### src/rtl/cpu_pkg.sv
// Shared definitions for the microcoded control unit.
//   - opcode encodings (upper nibble of the instruction register)
//   - bit positions of the 16-bit control word, plus single-bit masks
//   - microstep count and the step positions the counter cares about
package cpu_pkg;

    // Opcodes
    localparam logic [3:0] OP_NOP = 4'b0000;
    localparam logic [3:0] OP_LDA = 4'b0001;
    localparam logic [3:0] OP_ADD = 4'b0010;
    localparam logic [3:0] OP_SUB = 4'b0011;
    localparam logic [3:0] OP_STA = 4'b0100;
    localparam logic [3:0] OP_LDI = 4'b0101;
    localparam logic [3:0] OP_JMP = 4'b0110;
    localparam logic [3:0] OP_JC  = 4'b0111;
    localparam logic [3:0] OP_JZ  = 4'b1000;
    localparam logic [3:0] OP_OUT = 4'b1110;
    localparam logic [3:0] OP_HLT = 4'b1111;

    // Control word bit indices, MSB to LSB
    localparam int CTRL_HLT = 15;
    localparam int CTRL_MI  = 14;
    localparam int CTRL_RI  = 13;
    localparam int CTRL_RO  = 12;
    localparam int CTRL_IO  = 11;
    localparam int CTRL_II  = 10;
    localparam int CTRL_AI  = 9;
    localparam int CTRL_AO  = 8;
    localparam int CTRL_EO  = 7;
    localparam int CTRL_SU  = 6;
    localparam int CTRL_BI  = 5;
    localparam int CTRL_OI  = 4;
    localparam int CTRL_CE  = 3;
    localparam int CTRL_CO  = 2;
    localparam int CTRL_J   = 1;
    localparam int CTRL_FI  = 0;

    localparam int CTRL_W = 16;

    // Single-bit masks so microcode rows read as OR-ed signal names
    localparam logic [CTRL_W-1:0] C_HLT = 16'h0001 << CTRL_HLT;
    localparam logic [CTRL_W-1:0] C_MI  = 16'h0001 << CTRL_MI;
    localparam logic [CTRL_W-1:0] C_RI  = 16'h0001 << CTRL_RI;
    localparam logic [CTRL_W-1:0] C_RO  = 16'h0001 << CTRL_RO;
    localparam logic [CTRL_W-1:0] C_IO  = 16'h0001 << CTRL_IO;
    localparam logic [CTRL_W-1:0] C_II  = 16'h0001 << CTRL_II;
    localparam logic [CTRL_W-1:0] C_AI  = 16'h0001 << CTRL_AI;
    localparam logic [CTRL_W-1:0] C_AO  = 16'h0001 << CTRL_AO;
    localparam logic [CTRL_W-1:0] C_EO  = 16'h0001 << CTRL_EO;
    localparam logic [CTRL_W-1:0] C_SU  = 16'h0001 << CTRL_SU;
    localparam logic [CTRL_W-1:0] C_BI  = 16'h0001 << CTRL_BI;
    localparam logic [CTRL_W-1:0] C_OI  = 16'h0001 << CTRL_OI;
    localparam logic [CTRL_W-1:0] C_CE  = 16'h0001 << CTRL_CE;
    localparam logic [CTRL_W-1:0] C_CO  = 16'h0001 << CTRL_CO;
    localparam logic [CTRL_W-1:0] C_J   = 16'h0001 << CTRL_J;
    localparam logic [CTRL_W-1:0] C_FI  = 16'h0001 << CTRL_FI;

    // Microstep sequencing
    localparam int         STEP_COUNT = 5;
    localparam logic [2:0] STEP_LAST  = 3'(STEP_COUNT - 1);
    localparam logic [2:0] STEP_HALT  = 3'd2;   // step where HLT parks

endpackage

### src/rtl/step_counter.sv
// Microstep counter for the control unit.
//   clk   : system clock, rising edge
//   clear : synchronous active-high reset, wins over everything
//   halt  : current opcode is HLT; parks the counter at STEP_HALT
//   step  : current microstep, 0..STEP_COUNT-1
//
//   step | meaning
//   -----+------------------------------------------
//   0    | fetch: PC -> MAR
//   1    | fetch: RAM -> IR, PC++
//   2    | execute 1 (HLT parks here)
//   3    | execute 2
//   4    | execute 3, wraps to 0
module step_counter
    import cpu_pkg::*;
(
    input  logic       clk,
    input  logic       clear,
    input  logic       halt,
    output logic [2:0] step
);

    always_ff @(posedge clk) begin
        if (clear) begin
            step <= 3'd0;
        end else if (halt && (step == STEP_HALT)) begin
            step <= step;
        end else if (step == STEP_LAST) begin
            step <= 3'd0;
        end else begin
            step <= step + 3'd1;
        end
    end

endmodule

### src/rtl/control_unit.sv
// Microcoded control unit for a small 8-bit teaching CPU.
//   clk   : system clock, rising edge
//   clear : synchronous active-high reset; also blanks ctrl while high
//   instr : opcode, upper nibble of the instruction register
//   flags : registered ALU flags, bit1 = carry, bit0 = zero
//   ctrl  : control word, HLT MI RI RO IO II AI AO EO SU BI OI CE CO J FI
//           (EO = ALU sum_out, SU = ALU subtract, FI = ALU flags load)
//   step  : current microstep, 0..4
// The only storage is the microstep counter; ctrl is a pure function of
// (clear, step, instr, flags).
module control_unit
    import cpu_pkg::*;
(
    input  logic        clk,
    input  logic        clear,
    input  logic [3:0]  instr,
    input  logic [1:0]  flags,
    output logic [15:0] ctrl,
    output logic [2:0]  step
);

    logic halt;

    assign halt = (instr == OP_HLT);

    step_counter u_step_counter (
        .clk   (clk),
        .clear (clear),
        .halt  (halt),
        .step  (step)
    );

    // Execute-phase rows; undefined opcodes fall to the zero default and
    // behave as NOP. Flags only matter in step 2 of JC/JZ.
    function automatic logic [15:0] exec_row(input logic [3:0] op,
                                             input logic [2:0] st,
                                             input logic [1:0] fl);
        logic [15:0] w;
        w = '0;
        case (st)
            3'd2: begin
                case (op)
                    OP_LDA, OP_ADD,
                    OP_SUB, OP_STA: w = C_IO | C_MI;
                    OP_LDI:         w = C_IO | C_AI;
                    OP_JMP:         w = C_IO | C_J;
                    OP_JC:          w = fl[1] ? (C_IO | C_J) : '0;
                    OP_JZ:          w = fl[0] ? (C_IO | C_J) : '0;
                    OP_OUT:         w = C_AO | C_OI;
                    OP_HLT:         w = C_HLT;
                    default:        w = '0;
                endcase
            end
            3'd3: begin
                case (op)
                    OP_LDA:         w = C_RO | C_AI;
                    OP_ADD, OP_SUB: w = C_RO | C_BI;
                    OP_STA:         w = C_AO | C_RI;
                    default:        w = '0;
                endcase
            end
            3'd4: begin
                case (op)
                    OP_ADD:         w = C_EO | C_AI | C_FI;
                    OP_SUB:         w = C_EO | C_AI | C_SU | C_FI;
                    default:        w = '0;
                endcase
            end
            default: w = '0;
        endcase
        return w;
    endfunction

    always_comb begin
        ctrl = '0;
        if (!clear) begin
            case (step)
                3'd0:    ctrl = C_MI | C_CO;
                3'd1:    ctrl = C_RO | C_II | C_CE;
                default: ctrl = exec_row(instr, step, flags);
            endcase
        end
    end

endmodule

### config.mk
export PLATFORM = sky130hd
export DESIGN_NAME = control_unit
export DESIGN_NICKNAME = d
export VERILOG_FILES = /design/src/rtl/cpu_pkg.sv /design/src/rtl/step_counter.sv /design/src/rtl/control_unit.sv
export SDC_FILE = /design/constraint.sdc
export NUM_CORES = 1
export LEC_CHECK = 0
export CAP_MARGIN = 0
export CORE_AREA = 2 2 39 41
export CTS_BUF_LIST = sky130_fd_sc_hd__clkbuf_8
export DETAILED_ROUTE_END_ITERATION = 12
export DIE_AREA = 0 0 41 43
export GPL_ROUTABILITY_DRIVEN = 1
export PLACE_DENSITY = 0.79
export SYNTH_ARGS = -nofsm -noshare
export SYNTH_HDL_FRONTEND = slang
export SYNTH_HIERARCHICAL = 1
export SYNTH_SLANG_ARGS = --single-unit
### constraint.sdc
create_clock -name clk -period 2.6 [get_ports clk]
set_input_delay 0.52 -clock clk [delete_from_list [all_inputs] [get_ports clk]]
set_output_delay 0.52 -clock clk [all_outputs]
set_load 0.02 [all_outputs]
==> flow_metrics.tcl <==
set metrics [dict create \
    power.share.clock_pct 38.6 \
    leakagePower_nw 0.4168 \
    min_path_type "register to register" \
    power.density_nw_per_um2 402.8 \
    drive_above_1_share_pct 30.09 \
    diodes 0 \
    switchingPower_uw 122.5 \
    crit_chain "clkdlybuf4s50_1 -> xnor2_1 -> or4_4 -> a221oi_2 -> buf_2" \
    fp-row-count 14 \
    final_antenna_net_count 0 \
    cts_buffer_depth 2 \
    drc_errors 0 \
    synth_area_um2 491.7 \
    routed_via_density 5.450 \
    skew_ns 0.006965 \
    status "completed" \
    place.port_buffers 26 \
    synth-seq-area-share_pct 12.21 \
    routedWlPerCell_um 12.43 \
    ys_warn_count 6 \
    top_regs "u_step_counter/step: 3 flops" \
    synth.ff_latch_count 3 \
    p_seq_share_pct 16.4 \
    cp_slowest_stage_delay_ns 0.48 \
    setup_viol 0 \
    antenna_found_initial 0 \
    worst_slew_pin_slew_ns 0.2655 \
    n_fill_cell 146 \
    grt_max_degree 13 \
    cts-root-buf "clkbuf_8" \
    clock_latency_ns 0.22 \
    initial_core_util_pct 35.53 \
    rsz0062_at_grt "no" \
    multi_input_area_um2 380.4 \
    syn-num-nets 85 \
    dieArea_um2 1763 \
    ctsHoldBuffers 0 \
    critPathLaunchType "input port" \
    drt_wl_total_um 1603 \
    critical_path_class "input port to output pin" \
    vias 703 \
    top_register "u_step_counter/step" \
    switching_share_pct 35.38 \
    cts_buffers 3 \
    netlist-cell-type-count 31 \
    finalPower_uw 346.2 \
    hold_violations 0 \
    vdd_drop_max_mv 0.3060 \
    async_reset_ff_share_pct 0 \
    synth-edff-count 0 \
    first_pass_iters 4 \
    critPathSlowestCell "or4_4" \
    critPathArrivalTime_ns 2.01 \
    post-route-util_pct 62.12 \
    cap_violations 0 \
    cp.required_ns 2.08 \
    die_h_um 43 \
    slew_headroom_pct 82.14 \
    slew_viol_final 0 \
    seq_area_um2 60.06 \
    avgSynthCellArea_um2 6.645 \
    dieWidth_um 41 \
    grt_pass1_wl_um 2401 \
    grt-ovfl-total 0 \
    gp_congestion 0.7689 \
    largest_register_ff_count 3 \
    synth_area_leaders "dfxtp_1, ha_1, a21oi_1" \
    synth_largest_area_cell "dfxtp_1" \
    layout.nets 125 \
    combPwrFrac_pct 45.0 \
    crit_path_end_kind "output pin" \
    drtIter0Drc 9 \
    syn_inst 74 \
    ys_top_cells_by_count "nor2_1, a21oi_1, inv_1, nand2_1, nor4_1" \
    fmax_mhz 395.6 \
    htreeDepth 1 \
    period_needed_ns 2.528 \
    syn_to_final_growth_pct 74.81 \
    dp_hpwl_um 1211 \
    top_level_ports 27 \
    first_global_vias 618 \
    yosysMostFrequentCell "nor2_1" \
    yosysTopAreaCellShare_pct 12.21 \
    cts_tree "yes" \
    min_period_over_period_pct 97.23 \
    cp_max_fo 2 \
    clkSlewWorstSetupHoldPaths_ns 0.04 \
    ys_dominant_reg_cell "dfxtp_1" \
    p_int_uw 223.8 \
    cts.sinks 3 \
    core-area_um2 1384 \
    grt_usage_pct 19.82 \
]
[metrics by stage]
stage / cells / setup slack (ns) / cell area (um^2) / setup TNS, ns / hold WS [ns]
global route: 129 / 0.01805 / 859.6 / 0 / 0.7411
finish: 129 / 0.07201 / 859.6 / 0 / 0.7274
floorplan: 74 / 0.3330 / 491.7 / 0 / 0.5891
global placement: 125 / -0.3478 / 853.3 / -2.807 / 0.6951
CTS: 129 / 0.001949 / 879.6 / 0 / 0.7164
detailed placement: 125 / -0.3663 / 853.3 / -3.055 / 0.7070
[kinds of logic (layout without fill, tap and decap cells)]
group / after synthesis / count (layout) / share of synthesized area, %
xor gates and xnor gates: 1 / 1 / 1.781
AOI/OAI and AO/OA: 17 / 17 / 23.15
and+or+nand+nor: 38 / 38 / 44.28
adders and majority gates: 3 / 3 / 7.634
DFF: 3 / 3 / 12.21
buffers and inverters: 12 / 51 / 10.94
[layer usage]
| metal | share of wire (%) | track usage, % |
|---|---|---|
| met2 | 50 | 33.75 |
| met1 | 43 | 20.06 |
| met3 | 7.0 | 6.806 |
| met5 | 0 | 0 |
| met4 | 0 | 9.333 |
[power groups by stage]
stage	Sequential [mW]	Combinational [mW]	Clock, mW
global route	0.0577	0.168	0.145
global placement	0.0568	0.156	0
detailed placement	0.0577	0.158	0
finish	0.0568	0.156	0.134
CTS	0.0570	0.156	0.137
floorplan	0.0692	0.0718	0
[cells in the final DEF (no fill, tap or decap), drive strengths merged]
cell type | Yosys | routed
buf | 3 | 16
clkbuf | 3 | 11
clkdlybuf4s50 | 0 | 10
nor2 | 9 | 9
a21oi | 7 | 7
inv | 6 | 7
nor4 | 5 | 5
nand2 | 5 | 5
o21ai | 4 | 4
or3 | 4 | 4
nor3 | 3 | 3
dlygate4sd2 | 0 | 3
dlymetal6s2s | 0 | 3
ha | 3 | 3
dfxtp | 3 | 3
nand2b | 3 | 3
a31oi | 2 | 2
nand3 | 2 | 2
nand3b | 1 | 1
a21boi | 1 | 1
a2111oi | 1 | 1
nand4 | 1 | 1
xnor2 | 1 | 1
or4 | 1 | 1
a221oi | 1 | 1
and3b | 1 | 1
nand4b | 1 | 1
o2111ai | 1 | 1
clkdlybuf4s15 | 0 | 1
and3 | 1 | 1
nor3b | 1 | 1
[repair_timing]
| action | in CTS | in global routing |
|---|---|---|
| endpoints found under the setup margin | 13 | 13 |
| buffers inserted | 0 | 0 |
| gates resized for setup | 17 | 25 |
[worst paths after layout]
kind                                        from                                  end  slack, ns  depth (start not counted)
max reg2reg  u_step_counter/step[0]$_SDFFE_PP0N_  u_step_counter/step[0]$_SDFFE_PP0N_       1.20                          6
min reg2reg  u_step_counter/step[2]$_SDFFE_PP0N_  u_step_counter/step[0]$_SDFFE_PP0N_       0.73                          4
max                                     instr[2]                              ctrl[9]       0.07                          5
min          u_step_counter/step[2]$_SDFFE_PP0N_  u_step_counter/step[0]$_SDFFE_PP0N_       0.73                          4
[cell type report]
cell class              count  share of cell area (%)
multi-input cells          59                   44.25
repair buffers             41                   38.57
flip-flops and latches      3                   6.987
clock buffers               3                   4.803
inverters                   6                   2.620
well taps                  16                   2.329
clock inverters             1                  0.4367
[worst max-delay path, delay by kind of cell]
family                    cells  cell delay [ns]
and+or+nand+nor               1             0.48
xor gates and xnor gates      1             0.14
buffers and inverters         2             0.64
AOI/OAI and AO/OA             1             0.24
Power figures use the tool's default switching activity.
